[src/rtl/vend_pkg.sv]
// rtl/vend_pkg.sv - shared state encoding and coin codes for the vending controller
package vend_pkg;

    typedef enum logic [1:0] {
        IDLE     = 2'd0,
        CREDIT   = 2'd1,
        DISPENSE = 2'd2,
        CHANGE   = 2'd3
    } vend_state_t;

    localparam logic [1:0] COIN_NONE = 2'b00;
    localparam logic [1:0] COIN_50   = 2'b01;
    localparam logic [1:0] COIN_100  = 2'b10;

    // Credit increment in 50-cent units; 11 is treated as no coin.
    function automatic logic [1:0] coin_inc(input logic [1:0] code);
        case (code)
            COIN_50:   coin_inc = 2'd1;
            COIN_100:  coin_inc = 2'd2;
            COIN_NONE: coin_inc = 2'd0;
            default:   coin_inc = 2'd0;
        endcase
    endfunction

endpackage

[src/rtl/vend_change_pulser.sv]
// rtl/vend_change_pulser.sv - eject pulse train generator, one high/low pulse per loaded unit
module vend_change_pulser #(
    parameter int unsigned CHANGE_PULSE_CYC = 4,
    parameter int unsigned UW               = 3
) (
    input  logic          clk,
    input  logic          rst,
    input  logic          load_i,
    input  logic [UW-1:0] units_i,
    output logic          eject_o,
    output logic          dec_o,
    output logic          done_o
);

    localparam int unsigned CNTW = (CHANGE_PULSE_CYC > 1) ? $clog2(CHANGE_PULSE_CYC) : 1;
    localparam logic [CNTW-1:0] CNT_LAST = CNTW'(CHANGE_PULSE_CYC - 1);

    logic            active_q, active_d;
    logic            high_q, high_d;
    logic [CNTW-1:0] cnt_q, cnt_d;
    logic [UW-1:0]   rem_q, rem_d;
    logic            phase_end;

    always_comb begin
        active_d  = active_q;
        high_d    = high_q;
        cnt_d     = cnt_q;
        rem_d     = rem_q;
        phase_end = active_q && (cnt_q == CNT_LAST);
        dec_o     = phase_end && high_q;
        // An idle pulser reports done so a zero-unit load cannot stall the caller.
        done_o    = active_q ? (phase_end && !high_q && (rem_q == '0)) : 1'b1;
        if (load_i) begin
            active_d = (units_i != '0);
            high_d   = (units_i != '0);
            cnt_d    = '0;
            rem_d    = units_i;
        end else if (active_q) begin
            if (phase_end) begin
                cnt_d = '0;
                if (high_q) begin
                    high_d = 1'b0;
                    rem_d  = rem_q - 1'b1;
                end else if (rem_q == '0) begin
                    active_d = 1'b0;
                end else begin
                    high_d = 1'b1;
                end
            end else begin
                cnt_d = cnt_q + 1'b1;
            end
        end
    end

    always_ff @(posedge clk or posedge rst) begin
        if (rst) begin
            active_q <= 1'b0;
            high_q   <= 1'b0;
            cnt_q    <= '0;
            rem_q    <= '0;
        end else begin
            active_q <= active_d;
            high_q   <= high_d;
            cnt_q    <= cnt_d;
            rem_q    <= rem_d;
        end
    end

    assign eject_o = high_q;

endmodule

[src/rtl/vend_dispense_ctrl.sv]
// rtl/vend_dispense_ctrl.sv - vending credit/dispense/change sequencer; VEND_TIMEOUT_EN adds idle auto-refund
module vend_dispense_ctrl
    import vend_pkg::*;
#(
    parameter int unsigned PRICE            = 3,
    parameter int unsigned MAX_CREDIT       = 6,
    parameter int unsigned CHANGE_PULSE_CYC = 4,
    parameter int unsigned TIMEOUT_CYC      = 1000
) (
    input  logic                              clk,
    input  logic                              rst,
    input  logic [1:0]                        coin_i,
    input  logic                              sel_i,
    input  logic                              cancel_i,
    input  logic                              disp_ack_i,
    output logic                              disp_req_o,
    output logic                              eject_o,
    output logic                              coin_reject_o,
    output logic [$clog2(MAX_CREDIT+1)-1:0]   credit_o,
    output logic                              busy_o
);

    localparam int unsigned CW = $clog2(MAX_CREDIT + 1);

    vend_state_t   state_q, state_d;
    logic [CW-1:0] credit_q, credit_d;
    logic          reject_q, reject_d;

    logic [1:0]    inc;
    logic          coin_vld, coin_ok, afford;
    logic [CW:0]   sum, base, after_buy;
    logic          pulse_load, pulse_dec, pulse_done;
    logic          tmo_hit;

`ifdef VEND_TIMEOUT_EN
    localparam int unsigned TW = $clog2(TIMEOUT_CYC + 1);
    logic [TW-1:0] tmo_q, tmo_d;
    logic          activity;

    // Counter only runs in CREDIT, so it is already zero on every entry.
    always_comb begin
        tmo_d    = '0;
        tmo_hit  = 1'b0;
        activity = coin_vld || sel_i || cancel_i;
        if (state_q == CREDIT && !activity) begin
            tmo_d   = tmo_q + 1'b1;
            tmo_hit = (tmo_q == TW'(TIMEOUT_CYC - 1));
        end
    end

    always_ff @(posedge clk or posedge rst) begin
        if (rst) begin
            tmo_q <= '0;
        end else begin
            tmo_q <= tmo_d;
        end
    end
`else
    logic [31:0] tmo_unused;
    assign tmo_unused = TIMEOUT_CYC;
    assign tmo_hit    = 1'b0;
`endif

    always_comb begin
        state_d    = state_q;
        credit_d   = credit_q;
        pulse_load = 1'b0;
        inc        = coin_inc(coin_i);
        coin_vld   = (inc != 2'd0);
        sum        = {1'b0, credit_q} + (CW+1)'(inc);
        coin_ok    = coin_vld && (state_q == IDLE || state_q == CREDIT)
                     && (sum <= (CW+1)'(MAX_CREDIT));
        reject_d   = coin_vld && !coin_ok;
        base       = coin_ok ? sum : {1'b0, credit_q};
        // Buy decision uses the credit held before this cycle's coin.
        afford     = ({1'b0, credit_q} >= (CW+1)'(PRICE));
        after_buy  = base - (CW+1)'(PRICE);
        case (state_q)
            IDLE: begin
                if (coin_ok) begin
                    credit_d = base[CW-1:0];
                    state_d  = CREDIT;
                end
            end
            CREDIT: begin
                credit_d = base[CW-1:0];
                if (sel_i && afford) begin
                    credit_d = after_buy[CW-1:0];
                    state_d  = DISPENSE;
                end else if (cancel_i || tmo_hit) begin
                    state_d    = CHANGE;
                    pulse_load = 1'b1;
                end
            end
            DISPENSE: begin
                if (disp_ack_i) begin
                    if (credit_q != '0) begin
                        state_d    = CHANGE;
                        pulse_load = 1'b1;
                    end else begin
                        state_d = IDLE;
                    end
                end
            end
            CHANGE: begin
                if (pulse_dec) begin
                    credit_d = credit_q - 1'b1;
                end
                if (pulse_done) begin
                    state_d = IDLE;
                end
            end
            default: state_d = IDLE;
        endcase
    end

    always_ff @(posedge clk or posedge rst) begin
        if (rst) begin
            state_q  <= IDLE;
            credit_q <= '0;
            reject_q <= 1'b0;
        end else begin
            state_q  <= state_d;
            credit_q <= credit_d;
            reject_q <= reject_d;
        end
    end

    vend_change_pulser #(
        .CHANGE_PULSE_CYC (CHANGE_PULSE_CYC),
        .UW               (CW)
    ) u_pulser (
        .clk     (clk),
        .rst     (rst),
        .load_i  (pulse_load),
        .units_i (credit_d),
        .eject_o (eject_o),
        .dec_o   (pulse_dec),
        .done_o  (pulse_done)
    );

    assign disp_req_o    = (state_q == DISPENSE);
    assign busy_o        = (state_q == DISPENSE) || (state_q == CHANGE);
    assign coin_reject_o = reject_q;
    assign credit_o      = credit_q;

endmodule

[config.mk]
export PLATFORM = sky130hd
export DESIGN_NAME = vend_dispense_ctrl
export DESIGN_NICKNAME = d
export VERILOG_FILES = /design/src/rtl/vend_pkg.sv /design/src/rtl/vend_change_pulser.sv /design/src/rtl/vend_dispense_ctrl.sv
export SDC_FILE = /design/constraint.sdc
export NUM_CORES = 1
export LEC_CHECK = 0
export CAP_MARGIN = 20
export CORE_AREA = 2 2 55 57
export CTS_CLUSTER_SIZE = 20
export DETAILED_ROUTE_END_ITERATION = 8
export DIE_AREA = 0 0 57 59
export PLACE_DENSITY = 0.67
export SLEW_MARGIN = 10
export SYNTH_ARGS = -nofsm -noshare
export SYNTH_HDL_FRONTEND = slang
export SYNTH_SLANG_ARGS = --single-unit
export TNS_END_PERCENT = 100
[constraint.sdc]
create_clock -name clk -period 3.2 [get_ports clk]
set_input_delay 0.8 -clock clk [delete_from_list [all_inputs] [get_ports clk]]
set_output_delay 0.8 -clock clk [all_outputs]
set_load 0.1 [all_outputs]
---- Word-level counts from Yosys, hierarchy flattened ----
Cells that the tools add are included.
word-level totals
  bits in registers ....................... 13
  bits in latches ......................... 0
  memory bits (writable) .................. 0
  bits in read-only memories .............. 0
  bits of input ports ..................... 7
  logic and storage cells ................. 82
  memories ................................ 0
operators by class
  add/subtract/negate cells ............... 5
  multiply operators ...................... 0
  divide/modulo/power cells ............... 0
  order comparisons ....................... 2
  equality and inequality tests ........... 10
  shifts and indexed selects .............. 0
  muxes and demuxes ....................... 35
  bitwise gates (word level) .............. 0
  reductions and logical operators ........ 23
operators with widths
  kind                 count
  $mux 3               8
  $mux 2               9
  $mux 1               14
  $pmux 3 s3           1
  $eq 2x2->1 const B   4
  $logic_and 1x1->1    8
  $pmux 2 s4           1
  $reduce_bool 2->1    4
  $ne 2x2->1 const B   3
  $reduce_bool 3->1    2
  $sub 3x1->3 const B  2
  $add 3x2->4          1
  $eq 2x1->1 const B   2
  $le 4x3->1 const B   1
  $pmux 2 s2           1
  $reduce_and 4->1     1
  $ge 3x2->1 const B   1
  $logic_not 3->1      1
  $ne 3x2->1 const B   1
  $reduce_and 3->1     1
  $sub 3x2->3 const B  1
  $add 2x1->2 const B  1
  $logic_not 1->1      2
  $logic_not 2->1      1
  3 further kinds      4

---- Logic depth before layout (Yosys ltp) ----
Gate-level depths: netlist (run 1).
  depth in word-level cells ............... 11
  gate-level depth with buffers ........... 13
  mapped depth without buffers ............ 13

---- Cells and area by module ----
A second synthesis (run 1) with hierarchy kept.
second synthesis, totals
  cells, all modules ...................... 127
  area, all modules ....................... 1,161.1 µm²
modules (own cells, without submodules)
  module              times used  cells an instance  area an instance (µm²)  seq. area each (µm²)
  vend_dispense_ctrl  1           87                 763.2                   150.1
  vend_change_pulser  1           40                 397.9                   175.2

---- Least setup slack after synthesis (run 1) ----
OpenSTA, ideal clock, no wires.
  path type ............................... reg-to-reg
  from .................................... reg credit_q[0], in the netlist credit_o[0]
  to ...................................... reg u_pulser.active_q
  arrival time ............................ 3.291 ns
  data required time ...................... 3.051 ns
  setup slack ............................. -0.240 ns
  stages on the path, launching flop included .. 11
  buffers on the path ..................... 0
  clock period less this slack ............ 3.440 ns
  cell sequence ........................... dfrtp_1 ha_1 fa_1 a221oi_1 o22ai_1 inv_1 ha_1 o2111ai_1 a2111o_1 nand3_2 a41oi_1
on the way
  longest elaborated chain between the ends .. 9
  elaborated cells on any way between the ends .. 19
ends and longest elaborated chain
  item                         RTL line                   RTL
  start, declared              vend_dispense_ctrl.sv:26   logic [CW-1:0] credit_q, credit_d;
  start signal, assigned       vend_dispense_ctrl.sv:124  credit_q <= credit_d;
  $add 3x2->4                  vend_dispense_ctrl.sv:70   sum = {1'b0, credit_q} + (CW+1)'(inc);
  $le 4x3->1                   vend_dispense_ctrl.sv:72   && (sum <= (CW+1)'(MAX_CREDIT));
  $logic_and 1x1->1            vend_dispense_ctrl.sv:72
  $mux 3                       vend_dispense_ctrl.sv:74   base = coin_ok ? sum : {1'b0, credit_q};
  $sub 3x2->3                  vend_dispense_ctrl.sv:77   after_buy = base - (CW+1)'(PRICE);
  $mux 3                       vend_dispense_ctrl.sv:87   if (sel_i && afford) begin
  $pmux 3 s3                   vend_dispense_ctrl.sv:78   case (state_q)
  $reduce_bool 3->1            vend_change_pulser.sv:34   active_d = (units_i != '0);
  $mux 1 *                     vend_change_pulser.sv:33   if (load_i) begin
  named net u_pulser.active_d  vend_change_pulser.sv:18   logic active_q, active_d;
  end signal, assigned         vend_change_pulser.sv:62   active_q <= active_d;
  end, declared                vend_change_pulser.sv:18
The timed path passes the listed nets; every way through them passes the cells marked *.
A chain may end at the register's enable or synchronous reset.

---- Final worst setup path (run 1) ----
  from .................................... in coin_i[1]
  to ...................................... reg u_pulser.active_q
on the way
  longest elaborated chain between the ends .. 11
  elaborated cells on any way between the ends .. 15
ends and longest elaborated chain
  item                                              RTL line                                            RTL
  start, declared                                   vend_dispense_ctrl.sv:12                            input logic [1:0] coin_i,
  $eq 2x2->1 or $eq 2x1->1 (tied branches)          vend_pkg.sv:17                                      case (code)
  $pmux 2 s2 *                                      vend_pkg.sv:17
  $add 3x2->4 or $reduce_bool 2->1 (tied branches)  vend_dispense_ctrl.sv:70, vend_dispense_ctrl.sv:69
  $le 4x3->1 or $logic_and 1x1->1 (tied branches)   vend_dispense_ctrl.sv:72, vend_dispense_ctrl.sv:71
  $logic_and 1x1->1                                 vend_dispense_ctrl.sv:72
  $mux 3                                            vend_dispense_ctrl.sv:74
  $sub 3x2->3                                       vend_dispense_ctrl.sv:77
  $mux 3                                            vend_dispense_ctrl.sv:87
  $pmux 3 s3 *                                      vend_dispense_ctrl.sv:78
  $reduce_bool 3->1 *                               vend_change_pulser.sv:34
  $mux 1 *                                          vend_change_pulser.sv:33
  named net u_pulser.active_d                       vend_change_pulser.sv:18
Marks and branches as above.

==> metrics.md, run 1 <==
| Metric | Value |
|---|---|
| Skew-Pair Late Insertion Delay | `around 0.27 ns` |
| Part of the cycle the worst path needs | `between 90% and 100%` |
| H-Tree Depth | `1` |
| Number of fillers in the final layout | `between 200 and 300` |
| Final critical-path required period | `3.17 ns` |
| Fraction of the mapped netlist area in simple logic gates | `between 10% and 20%` |
| Number of I/O pins | `14` |
| Residual overflow from global routing | `0` |
| Capture point of the critical path | `u_pulser.active_q` |
| Peak Freq | `~320 MHz` |
| Worst Reg-to-Reg Cells | `10` |
| Layout net count | `~190` |
| All-layer global routing usage | `19.6%` |
| Result of the run | `completed` |
| Die span in x | `between 50 and 60 µm` |
| Syn_nets | `between 150 and 200` |
| CP Launch Point | `coin_i[1]` |
| Area grow syn2layout | `35.5%` |
| Layout cells sized above 1 | `30.9%` |
| Xor/xnor cell area share of the yosys netlist | `2.99%` |
| Yosys synthesis warning count | `0` |
| Highest cell delay on the worst timing path | `0.43 ns` |
| Placed wire-length estimate | `2.37 mm` |
| Mean cell area of the mapped netlist | `~8.9 µm²` |
| Main combinational cell family by area after synthesis | `compound AO/OA/AOI/OAI gates` |
| Clock root buffer master | `sky130_fd_sc_hd__clkbuf_4` |
| FF/Latch Area | `~330 µm²` |
| First-pass GRT wire length | `approximately 5.2 mm` |
| Clock Pin Slew Worst Setup and Hold Paths | `0.08 ns` |
| Initial Util | `a little over two fifths` |
| Bufs on Longest Clock Path | `2` |
| Crit Reg-Reg Endpoint | `u_pulser.active_q` |
| Number of global-route vias before repair | `1174` |
| Routed via count | `between 1000 and 1500` |
| Headroom to the max-slew limit | `between 60% and 70%` |
| Max-cap viol count | `0` |
| Core region area | `0.00271 mm²` |
| Final Hold Vio Count | `0` |
| Largest net degree at the start of global routing | `14` |
| # DRC | `0` |
| Total area of multi-input combinational cells | `862 µm²` |
| Total clock sinks | `13` |
| Post-detailed-route wirelength per cell | `approximately 16 µm` |
| Worst R2R Start | `credit_o[0]` |
| Prevailing post-synth register cell | `sky130_fd_sc_hd__dfrtp_1` |
| Row count | `19` |
| Setup violators final | `0` |
| Cell-by-cell trace of the critical path | `buf_12, inv_12, ha_4, ha_4, fa_2, xor2_4, a221oi_2, o22a_1, ha_2, a311o_1, a2111o_1, nand3_2, a41oi_2` |
| Number of antenna violations at the first check in global routing | `0` |
| Count of flip-flops with a built-in enable after synthesis | `0` |
| Synthesized instance count | `~130` |
| Complex-gate fraction of the synthesized area | `between 20% and 30%` |
| Startpoint type of the worst setup path | `input pin` |
| Fraction of synthesized area in multiplexers | `2.57%` |
| Starting DRC count in detailed routing | `33` |
| Number of max-slew violations in the final report | `0` |
| Synthesized-area fraction occupied by adder cells | `about 18%` |
| Worst path slowest cell | `sky130_fd_sc_hd__a2111o_1` |
| Slew at the pin closest to its max-slew limit | `0.483 ns` |
| Mean number of vias per cell | `around 5.7` |
| Number of buffer cells added on primary ports | `13` |
| Number of distinct standard cells referenced by the synthesized netlist | `45` |
| Synth async-reset ratio | `between 90% and 100%` |
| Sum Neg Setup Slack | `0 ns` |
| Register-to-register path setup slack | `around 0.28 ns` |
| Die footprint | `0.00336 mm²` |
| Antenna diodes | `0` |
| Number of buffers created by CTS | `3` |
| Worst endpoint required time | `around 3.3 ns` |
| Worst Skew | `approximately 0.0029 ns` |
| Register area share after synthesis | `roughly 28%` |
| Number of hold buffers added after CTS | `0` |
| Synth Register Bits | `13` |
| Global placement routability congestion | `around 0.86` |
| Floorplan die height | `between 50 and 60 µm` |
| Detailed Routing Iterations Pass 1 | `4` |
| RSZ-0062 raised after global routing | `yes` |
| Count of antenna-violating nets left after detailed routing | `0` |
| Path type of the worst setup path | `input pin to register` |
| Post-synthesis instance area | `0.00117 mm²` |
| CTS tree | `done` |
| CP endpoint kind | `register` |
| Routed WL | `~3.0 mm` |
| Maximum fanout along the worst path | `4` |
| Data arrival time at the worst-slack endpoint | `about 3.3 ns` |
| Dominant cell type by count on the critical path | `sky130_fd_sc_hd__ha_4` |
| Class of the tightest hold or removal check | `register to register` |
==> stage by stage <==
stage	area, µm²	hold slack (ns)	utilization [%]	setup slack, ns	instances
after floorplan	1240	0.490	-	-0.0293	132
after global placement	1480	0.511	54.8	-0.692	188
after detailed placement	1480	0.545	54.8	-0.779	188
after CTS	1550	0.563	57.0	0.0149	194
after global routing	1590	0.610	58.5	-0.0515	193
final	1590	0.572	58.5	0.0293	193
==> worst min path at each step <==
stage	startpoint	to	cells after the start
2_1_floorplan	u_pulser.cnt_q[1]	u_pulser.cnt_q[1]	2
3_3_place_gp	u_pulser.cnt_q[1]	u_pulser.cnt_q[1]	2
3_5_place_dp	u_pulser.cnt_q[1]	u_pulser.cnt_q[1]	2
4_1_cts	state_q[1]	state_q[1]	1
5_1_grt	state_q[1]	state_q[1]	1
6_report	u_pulser.rem_q[1]	u_pulser.rem_q[1]	2
==> layout by cell type (no fill, tap or decap), types with 2 or more instances in the layout <==
master / Yosys / final
sky130_fd_sc_hd__buf_4: 0 / 22
sky130_fd_sc_hd__inv_1: 20 / 19
sky130_fd_sc_hd__a21oi_1: 13 / 13
sky130_fd_sc_hd__dfrtp_1: 13 / 11
sky130_fd_sc_hd__ha_1: 15 / 10
sky130_fd_sc_hd__nor2_1: 9 / 9
sky130_fd_sc_hd__nand2_1: 5 / 5
sky130_fd_sc_hd__nand3_1: 4 / 4
sky130_fd_sc_hd__clkdlybuf4s50_1: 0 / 4
sky130_fd_sc_hd__nor2b_1: 3 / 3
sky130_fd_sc_hd__xnor2_1: 3 / 3
sky130_fd_sc_hd__nand4_1: 3 / 3
sky130_fd_sc_hd__mux2i_1: 3 / 3
sky130_fd_sc_hd__ha_4: 0 / 3
sky130_fd_sc_hd__clkbuf_4: 0 / 3
sky130_fd_sc_hd__nor3_1: 2 / 2
sky130_fd_sc_hd__o221ai_1: 2 / 2
sky130_fd_sc_hd__o22ai_1: 3 / 2
sky130_fd_sc_hd__a211oi_1: 2 / 2
sky130_fd_sc_hd__a41oi_2: 0 / 2
sky130_fd_sc_hd__ha_2: 0 / 2
sky130_fd_sc_hd__dfrtp_2: 0 / 2
==> synthesized netlist by cell type (all sizes together) (2+ instances only) <==
library cell	n	share of area, %
a211oi	2	1.3
a21o	2	1.4
a21oi	13	5.6
a221oi	2	1.5
a41oi	2	1.5
buf	2	1.4
dfrtp	13	28
ha	15	16
inv	21	7.0
mux2i	3	2.6
nand2	6	2.6
nand3	5	2.6
nand4	3	1.6
nor2	9	2.9
nor2b	4	2.4
nor3	2	0.86
o221ai	2	1.5
o22ai	3	1.6
xnor2	3	2.2
==> worst max-delay path: cells and delay by family <==
family / cells / cell delay, ns
compound gates: 5 / 1.15
xor+xnor: 1 / 0.22
fa+ha+maj: 4 / 0.90
simple gates: 1 / 0.11
buf+inv: 2 / 0.12
==> metal layers <==
metal	part of all wire [%]	GRT usage (%)	up-vias	routed length, µm
met3	2.8	2.18	8	85
met1	43	22.9	533	1300
met2	52	35.3	25	1580
met5	0	0	-	0
met4	2.0	10.3	0	60
li1	-	-	537	-
==> state kept, by name, summed over array words and instances (netlist names) <==
| name | flops |
|---|---|
| state_q | 2 |
| credit_o | 3 |
| coin_reject_o | 1 |
| u_pulser.eject_o | 1 |
| u_pulser.cnt_q | 2 |
| u_pulser.active_q | 1 |
| u_pulser.rem_q | 3 |
==> area by class of cell <==
type | count | area share [%]
multi-input cells | 96 | 54.4
flip-flops and latches | 13 | 20.7
repair buffers | 28 | 14.9
inverters | 21 | 5.92
well taps | 31 | 2.45
clock buffers | 4 | 1.66
==> timing repair <==
action | in CTS | in global routing
buffers inserted | 2 | 0
endpoints found under the setup margin | 6 | 4
pin swaps | 8 | 7
resized for setup | 10 | 11
==> logic make-up (layout without fill, tap and decap cells) <==
| group | after synthesis | in the layout |
|---|---|---|
| AOI/OAI and AO/OA | 39 | 39 |
| DFF | 13 | 13 |
| and+or+nand+nor | 34 | 34 |
| muxes | 3 | 3 |
| adders and majority gates | 16 | 16 |
| xor gates and xnor gates | 4 | 4 |
| buffers and inverters | 23 | 53 |
Power of run 1 is left out: the tool's default activity adds up to more than one toggle a clock period on the data nets, which glitch-free logic cannot reach.
==> run 2, diff against run 1 <==
Settings changed: SYNTH_HIERARCHICAL set to 1.
==> metrics.md, run 2 <==
| Metric | Value |
|---|---|
| Result of the run | `finished with violations` |
| Violations in the final reports | `negative setup slack` |
| H-Tree Depth | `1 (unchanged)` |
| Leading cell type in the layout, fill and taps excluded | `sky130_fd_sc_hd__buf_4` |
| Final instance count without filler cells | `184 (-4.7%)` |
| Layout net count | `177 (-4.8%)` |
| Row count | `19 (unchanged)` |
| Clock Pin Slew Worst Setup and Hold Paths | `0.07 ns (about the same)` |
| Worst R2R Start | `credit_o[0]` |
| Area contributors post-synth | `sky130_fd_sc_hd__dfrtp_1 (28%), sky130_fd_sc_hd__ha_1 (16%), sky130_fd_sc_hd__inv_1 (4.8%)` |
| Headroom to the max-slew limit | `67.8% (about the same)` |
| Worst endpoint required time | `3.35 ns (about the same)` |
| Floorplan die height | `59 µm (unchanged)` |
| Cell area reported after detailed placement | `0.00146 mm² (-1.9%)` |
| First-pass GRT wire length | `4.70 mm (-9.7%)` |
| Count of antenna-violating nets left after detailed routing | `0 (unchanged)` |
| Crit Reg-Reg Endpoint | `u_pulser/eject_o` |
| Worst path setup slack after routing | `-0.00990 ns (-0.0392 ns)` |
| DP Cell Count | `179 (-4.8%)` |
| Antenna diodes | `0 (unchanged)` |
| Endpoint, Worst Hold | `u_pulser/cnt_q[1]` |
| Number of buffer cells added on primary ports | `13 (unchanged)` |
| Die span in x | `57 µm (unchanged)` |
| Number of hold buffers added after CTS | `0 (unchanged)` |
| Routed WL | `2.65 mm (-12%)` |
| Path type of the worst setup path | `input pin to register` |
| Cell types with the highest counts after synthesis | `sky130_fd_sc_hd__ha_1 (15), sky130_fd_sc_hd__inv_1 (15), sky130_fd_sc_hd__dfrtp_1 (13)` |
| Bufs on Longest Clock Path | `2 (unchanged)` |
| Data arrival time at the worst-slack endpoint | `3.36 ns (+0.05 ns)` |
| Core region area | `0.00271 mm² (unchanged)` |
| Mean cell area of the mapped netlist | `9.14 µm² (+3.2%)` |
| Total area of multi-input combinational cells | `846 µm² (-1.9%)` |
| Count of flip-flops with a built-in enable after synthesis | `0 (unchanged)` |
| Part of the cycle the worst path needs | `100% (+1.2 points)` |
| Final Hold Vio Count | `0 (unchanged)` |
| Residual overflow from global routing | `0 (unchanged)` |
| Register area share after synthesis | `28.0% (+0.21 points)` |
| CP endpoint kind | `register` |
| Synth async-reset ratio | `100% (unchanged)` |
| Post-detailed-route wirelength per cell | `14.4 µm (-7.9%)` |
| FF/Latch Area | `328 µm² (unchanged)` |
| Prevailing post-synth register cell | `sky130_fd_sc_hd__dfrtp_1` |
| Number of I/O pins | `14 (unchanged)` |
| # DRC | `0 (unchanged)` |
| All-layer global routing usage | `17.5% (-2.1 points)` |
| Register-to-register path setup slack | `0.24 ns (-0.04 ns)` |
| Commonest cells after routing, fill and taps aside | `sky130_fd_sc_hd__buf_4 (19), sky130_fd_sc_hd__inv_1 (14), sky130_fd_sc_hd__dfrtp_1 (11)` |
| Number of distinct standard cells referenced by the synthesized netlist | `45 (unchanged)` |
| Area grow syn2layout | `31.0%` |
| Placed wire-length estimate | `2.13 mm (-10%)` |
| Global placement routability congestion | `0.853 (-1.4%)` |
| Detailed Routing Iterations Pass 1 | `4 (unchanged)` |
| Post-route cell area | `0.00152 mm² (-4.0%)` |
| Number of fillers in the final layout | `246 (-3.9%)` |
| Maximum fanout along the worst path | `3 (-1)` |
| Mean number of vias per cell | `5.60 (-2.0%)` |
| Initial Util | `42.8% (-0.32 points)` |
| Synthesized instance count | `127 (-3.8%)` |
| Starting DRC count in detailed routing | `26 (-21%)` |
| Post-synth top area share | `28.0% (+0.21 points)` |
| Worst Skew | `0.00626 ns (+0.00333 ns)` |
| CP Launch Point | `coin_i[1]` |
| Max-cap viol count | `0 (unchanged)` |
| Layout cells sized above 1 | `32.0% (+1.2 points)` |
| Worst Reg-to-Reg Cells | `13 (+3)` |
| Post-synthesis instance area | `0.00116 mm² (-0.75%)` |
| Worst hold path cell count | `2 (unchanged)` |
| Synth Register Bits | `13 (unchanged)` |
| Yosys synthesis warning count | `6 (+6)` |
| Setup violators final | `2 (+2)` |
| CTS tree | `done` |
| Peak Freq | `312 MHz (-1.2%)` |
| RSZ-0062 raised after global routing | `yes` |
| Largest net degree at the start of global routing | `12 (-2)` |
| Routed via count | `1031 (-6.5%)` |
| Start point of the worst min-delay path | `u_pulser/cnt_q[1]` |
| Number of buffers created by CTS | `3 (unchanged)` |
| Clock root buffer master | `sky130_fd_sc_hd__clkbuf_4` |
| Final critical-path required period | `3.21 ns (+0.0392 ns)` |
| Total clock sinks | `13 (unchanged)` |
| Synth area leader | `sky130_fd_sc_hd__dfrtp_1` |
| Skew-Pair Late Insertion Delay | `0.27 ns (about the same)` |
| Startpoint type of the worst setup path | `input pin` |
| Die footprint | `0.00336 mm² (unchanged)` |
| Slew at the pin closest to its max-slew limit | `0.483 ns (+0.000159 ns)` |
| Number of max-slew violations in the final report | `0 (unchanged)` |
| Class of the tightest hold or removal check | `register to register` |
| Syn_nets | `150 (-3.2%)` |
| Number of antenna violations at the first check in global routing | `0 (unchanged)` |
| Number of global-route vias before repair | `1043 (-11%)` |
[run 2: cell type report]
| cell class | count | area share (%) |
|---|---|---|
| Clock buffer | 4 | 1.73 |
| Inverter | 15 | 4.52 |
| Multi-Input combinational cell | 96 | 55.6 |
| Sequential cell | 13 | 21.5 |
| Tap cell | 31 | 2.55 |
| Timing Repair Buffer | 25 | 14.1 |
[run 2: what timing repair did]
action,4_1_cts,5_1_grt
pin swaps,9,10
setup endpoints to repair,7,4
buffers inserted,0,2
gates resized for setup,14,6
[run 2: kinds of logic (layout without fill, tap and decap cells)]
logic type                 after synthesis  count (layout)  synth area share (%)
adders and majority gates               16              16                  17.9
buffers and inverters                   18              44                  6.79
DFF                                     13              13                  28.0
and+or+nand+nor                         34              34                  15.3
xor gates and xnor gates                 6               6                  4.53
muxes                                    4               4                  3.66
AOI/OAI and AO/OA                       36              36                  23.8
[run 2: critical path: stages]
cell and delay [ns]:
sky130_fd_sc_hd__buf_12 0.09, sky130_fd_sc_hd__inv_12 0.03, sky130_fd_sc_hd__ha_4 0.15, sky130_fd_sc_hd__ha_4 0.16
sky130_fd_sc_hd__fa_2 0.39, sky130_fd_sc_hd__xor2_2 0.17, sky130_fd_sc_hd__a221oi_2 0.30, sky130_fd_sc_hd__o22a_1 0.20
sky130_fd_sc_hd__ha_2 0.20, sky130_fd_sc_hd__nor3_4 0.05, sky130_fd_sc_hd__o21a_1 0.13, sky130_fd_sc_hd__buf_4 0.13
sky130_fd_sc_hd__nor2_2 0.08, sky130_fd_sc_hd__o211ai_1 0.13, sky130_fd_sc_hd__nor3_2 0.25, sky130_fd_sc_hd__a22oi_1 0.11
[run 2: per-stage QoR]
| step | setup WS (ns) | hold slack (ns) | setup TNS, ns | util [%] |
|---|---|---|---|---|
| final | -0.00990 | 0.536 | -0.0124 | 56.1 |
| after global routing | -0.138 | 0.576 | -0.393 | 56.1 |
| after CTS | -0.0964 | 0.544 | -0.245 | 55.1 |
| after detailed placement | -0.869 | 0.528 | -5.03 | 53.7 |
| after global placement | -0.761 | 0.508 | -4.33 | 53.7 |
| after floorplan | -0.00174 | 0.490 | -0.00174 | - |
[run 2: worst max path at each step]
stage | slack, ns | endpoint
floorplan | -0.002 | u_pulser/eject_o
global placement | -0.76 | u_pulser/eject_o
detailed placement | -0.87 | u_pulser/eject_o
CTS | -0.1 | u_pulser/rem_q[2]
global route | -0.14 | u_pulser/eject_o
finish | -0.01 | u_pulser/eject_o
[run 2: layer usage]
| layer | part of all wire (%) | track usage (%) | routed length [µm] |
|---|---|---|---|
| met2 | 49 | 30.2 | 1310 |
| met1 | 47 | 23.6 | 1240 |
| met4 | 0.26 | 0.997 | 7 |
| met5 | 0 | 0 | 0 |
| met3 | 3.8 | 4.37 | 100 |
Power of run 2 is left out for the same reason.
==> edit: new RTL, settings of run 1 <==
Encoding of `vend_state_t`: now Gray code (2 bits for 4 states).
--- a/src/rtl/vend_pkg.sv
+++ b/src/rtl/vend_pkg.sv
@@ -2,10 +2,10 @@
 package vend_pkg;
 
     typedef enum logic [1:0] {
-        IDLE     = 2'd0,
-        CREDIT   = 2'd1,
-        DISPENSE = 2'd2,
-        CHANGE   = 2'd3
+        IDLE     = 2'b00,
+        CREDIT   = 2'b01,
+        DISPENSE = 2'b11,
+        CHANGE   = 2'b10
     } vend_state_t;
 
     localparam logic [1:0] COIN_NONE = 2'b00;
Check against the original RTL: no difference found for any inputs over 10 cycles, from zero or initial values and one cycle with rst high; not proved beyond that.
==> edit against run 1 <==
- area after synthesis decreased by 7.9%
- sequential cell count unchanged
- design area decreased by 5.7%
- synthesized cell count decreased by 6.1%
- cell count decreased by 3.6%
- worst setup slack improved by 78 ps
- critical endpoint is now u_pulser.eject_o
- largest cell class unchanged
- wire length decreased by 9.1%
Power is left out: the tool's default activity adds up to more than one toggle a clock period on the data nets, which glitch-free logic cannot reach.
==> edit: results (changes against run 1) <==
| Metric | Value |
|---|---|
| DPL Wire Length | 2001 um (was 2368 um) |
| Layout net count | 175 (was 186) |
| Post-Synth Adder-Cell Area | 0.1463 (was 0.1775) |
| Clock Path Buffers | 2 (unchanged) |
| Mux share of post-synthesis cell area | 0.02787 (was 0.02567) |
| Worst hold path class | reg2reg (unchanged) |
| Vias/cell | 5.425 (was 5.715) |
| Antenna diode count | 0 (unchanged) |
| DR iter-0 viols | 21 (was 33) |
| Final Wtd Congestion | 0.8393 (was 0.8645) |
| Hold Path Depth | 2 (unchanged) |
| CP arrival | 3230 ps (was 3310 ps) |
| Asr flop ratio synth | 1.000 (unchanged) |
| Clk slew on worst S/H paths | 80 ps (about the same) |
| CTS H-Tree Depth | 1 (unchanged) |
| Initial antenna violation count | 0 (unchanged) |
| Worst r2r dst | u_pulser.eject_o (was u_pulser.active_q) |
| Tot GR Track Use | 0.1779 (was 0.1958) |
| Ranking of synthesized cells by area | dfrtp_1 30%, ha_1 13%, inv_1 4.2%, nand2_1 3.8%, a21oi_1 3.7% (was dfrtp_1 28%, ha_1 16%, inv_1 6.4%, a21oi_1 5.6%, nor2_1 2.9%) |
| Worst slew margin | 0.5853 (was 0.6779) |
| Synth Flop Type | dfrtp_1 (unchanged) |
| Post-detailed-route count of antenna-violating nets | 0 (unchanged) |
| Worst r2r src | credit_o[0] (unchanged) |
| Clock skew | 2.452 ps (was 2.928 ps) |
| Pin count of the biggest net entering global routing | 16 (was 14) |
| Post-synthesis sequential area ratio | 0.3020 (was 0.2781) |
| Crit path max fanout | 4 (unchanged) |
| Clk_lat worst skew | 270 ps (about the same) |
| Syn nets | 143 (was 155) |
| Worst r2r path cells | 12 (was 10) |
| Warnings, synthesis | 0 (unchanged) |
| Compound-Gate Fraction of Synth Area | 0.2393 (was 0.2449) |
| CTS root buffer | clkbuf_4 (unchanged) |
| End of the worst hold path | u_pulser.cnt_q[1] (was u_pulser.rem_q[1]) |
| Number of enable flip-flop cells after synthesis | 0 (unchanged) |
| Most frequent cells after synthesis | 13 x dfrtp_1, 12 x inv_1, 11 x ha_1, 11 x nand2_1, 8 x a21oi_1 (was 20 x inv_1, 15 x ha_1, 13 x a21oi_1, 13 x dfrtp_1, 9 x nor2_1) |
| Synth unique cells | 43 (was 45) |
| CTS buffer count | 3 (unchanged) |
| Hold Startpoint | u_pulser.cnt_q[1] (was u_pulser.rem_q[1]) |
| Xor-xnor portion of the synthesized cell area | 0.04065 (was 0.02995) |
| WL/cell | 14.75 um (was 15.65 um) |
| DR pass1 iterations | 5 (was 4) |
| Max-slew violations | 0 (unchanged) |
| # port buffers | 13 (unchanged) |
| Status | finished clean (unchanged) |
| Share of cells above drive strength 1 | 0.3484 (was 0.3086) |
| Worst hold slack | 534.6 ps (was 571.8 ps) |
| First-pass GRT wire length | 4726 um (was 5202 um) |
| Flop-to-flop setup slack | 370 ps (was 280 ps) |
| Vias in the first global route | 1007 (was 1174) |
[edit: cell count changes in the layout (fill, tap and decap cells not counted), moves of 3 or more]
cell	before	now
inv_1	19	10
and2_1	0	4
o21ai_0	1	7
buf_4	22	27
a21oi_2	0	4
ha_1	10	6
a21oi_1	13	4
nand2_1	5	11
nor2_1	9	6
[edit: worst max path at each step]
stage	end	slack, ps	depth (start not counted)	startpoint
after floorplan	u_pulser.active_q	7	14	coin_i[1]
final	u_pulser.eject_o	110	15	coin_i[1]
after CTS	u_pulser.eject_o	6	14	coin_i[0]
after global placement	u_pulser.eject_o	-610	13	coin_i[1]
after global routing	u_pulser.active_q	-20	15	coin_i[1]
after detailed placement	u_pulser.eject_o	-680	13	coin_i[0]
[edit: logic make-up (layout without fill, tap and decap cells)]
logic type	count (synthesis)	after routing
flops	13	13
xor+xnor	5	5
buf+inv	18	49
simple gates	37	37
fa+ha+maj	12	12
compound gates	36	36
mux	3	3
[edit: repair_timing]
item,4_1_cts,5_1_grt
pin swaps,11,11
endpoints found under the hold margin,0,0
setup endpoints to repair,8,6
buffers inserted,2,3
cloned,0,0
resized for setup,13,15
[edit: layer usage]
layer | wire (um) | track usage
met2 | 1409 | 0.3153
met4 | 11 | 0.01329
met3 | 106 | 0.04367
met5 | 0 | 0
met1 | 1217 | 0.2308
[edit: metrics by stage]
stage,setup WS [ps],std cells,instance area [um2],TNS (ps)
final,107.3,186,1495,0
after global routing,-24.32,186,1495,-48.76
after CTS,6.425,183,1434,0
after detailed placement,-675.8,177,1339,-4123
after global placement,-608.7,177,1339,-3737
after floorplan,6.928,124,1102,0
[edit: area by class of cell]
| type | count | area, um2 |
|---|---|---|
| repair buffers | 33 | 269.0 |
| flip-flops and latches | 13 | 327.8 |
| fillers | 260 | 1215 |
| inverters | 12 | 47.55 |
| well taps | 31 | 38.79 |
| multi-input cells | 93 | 785.8 |
| clock buffers | 4 | 26.28 |
[edit: critical path, cell delays in order]
cell and delay, ps:
buf_8 80, inv_4 30, ha_4 150, ha_4 150, fa_2 380, xor2_2 190
nand2_1 120, a21oi_2 150, a21oi_2 40, ha_2 160, nand4b_1 210, and4_4 220
o31ai_4 250, xnor2_2 180, a31oi_1 120
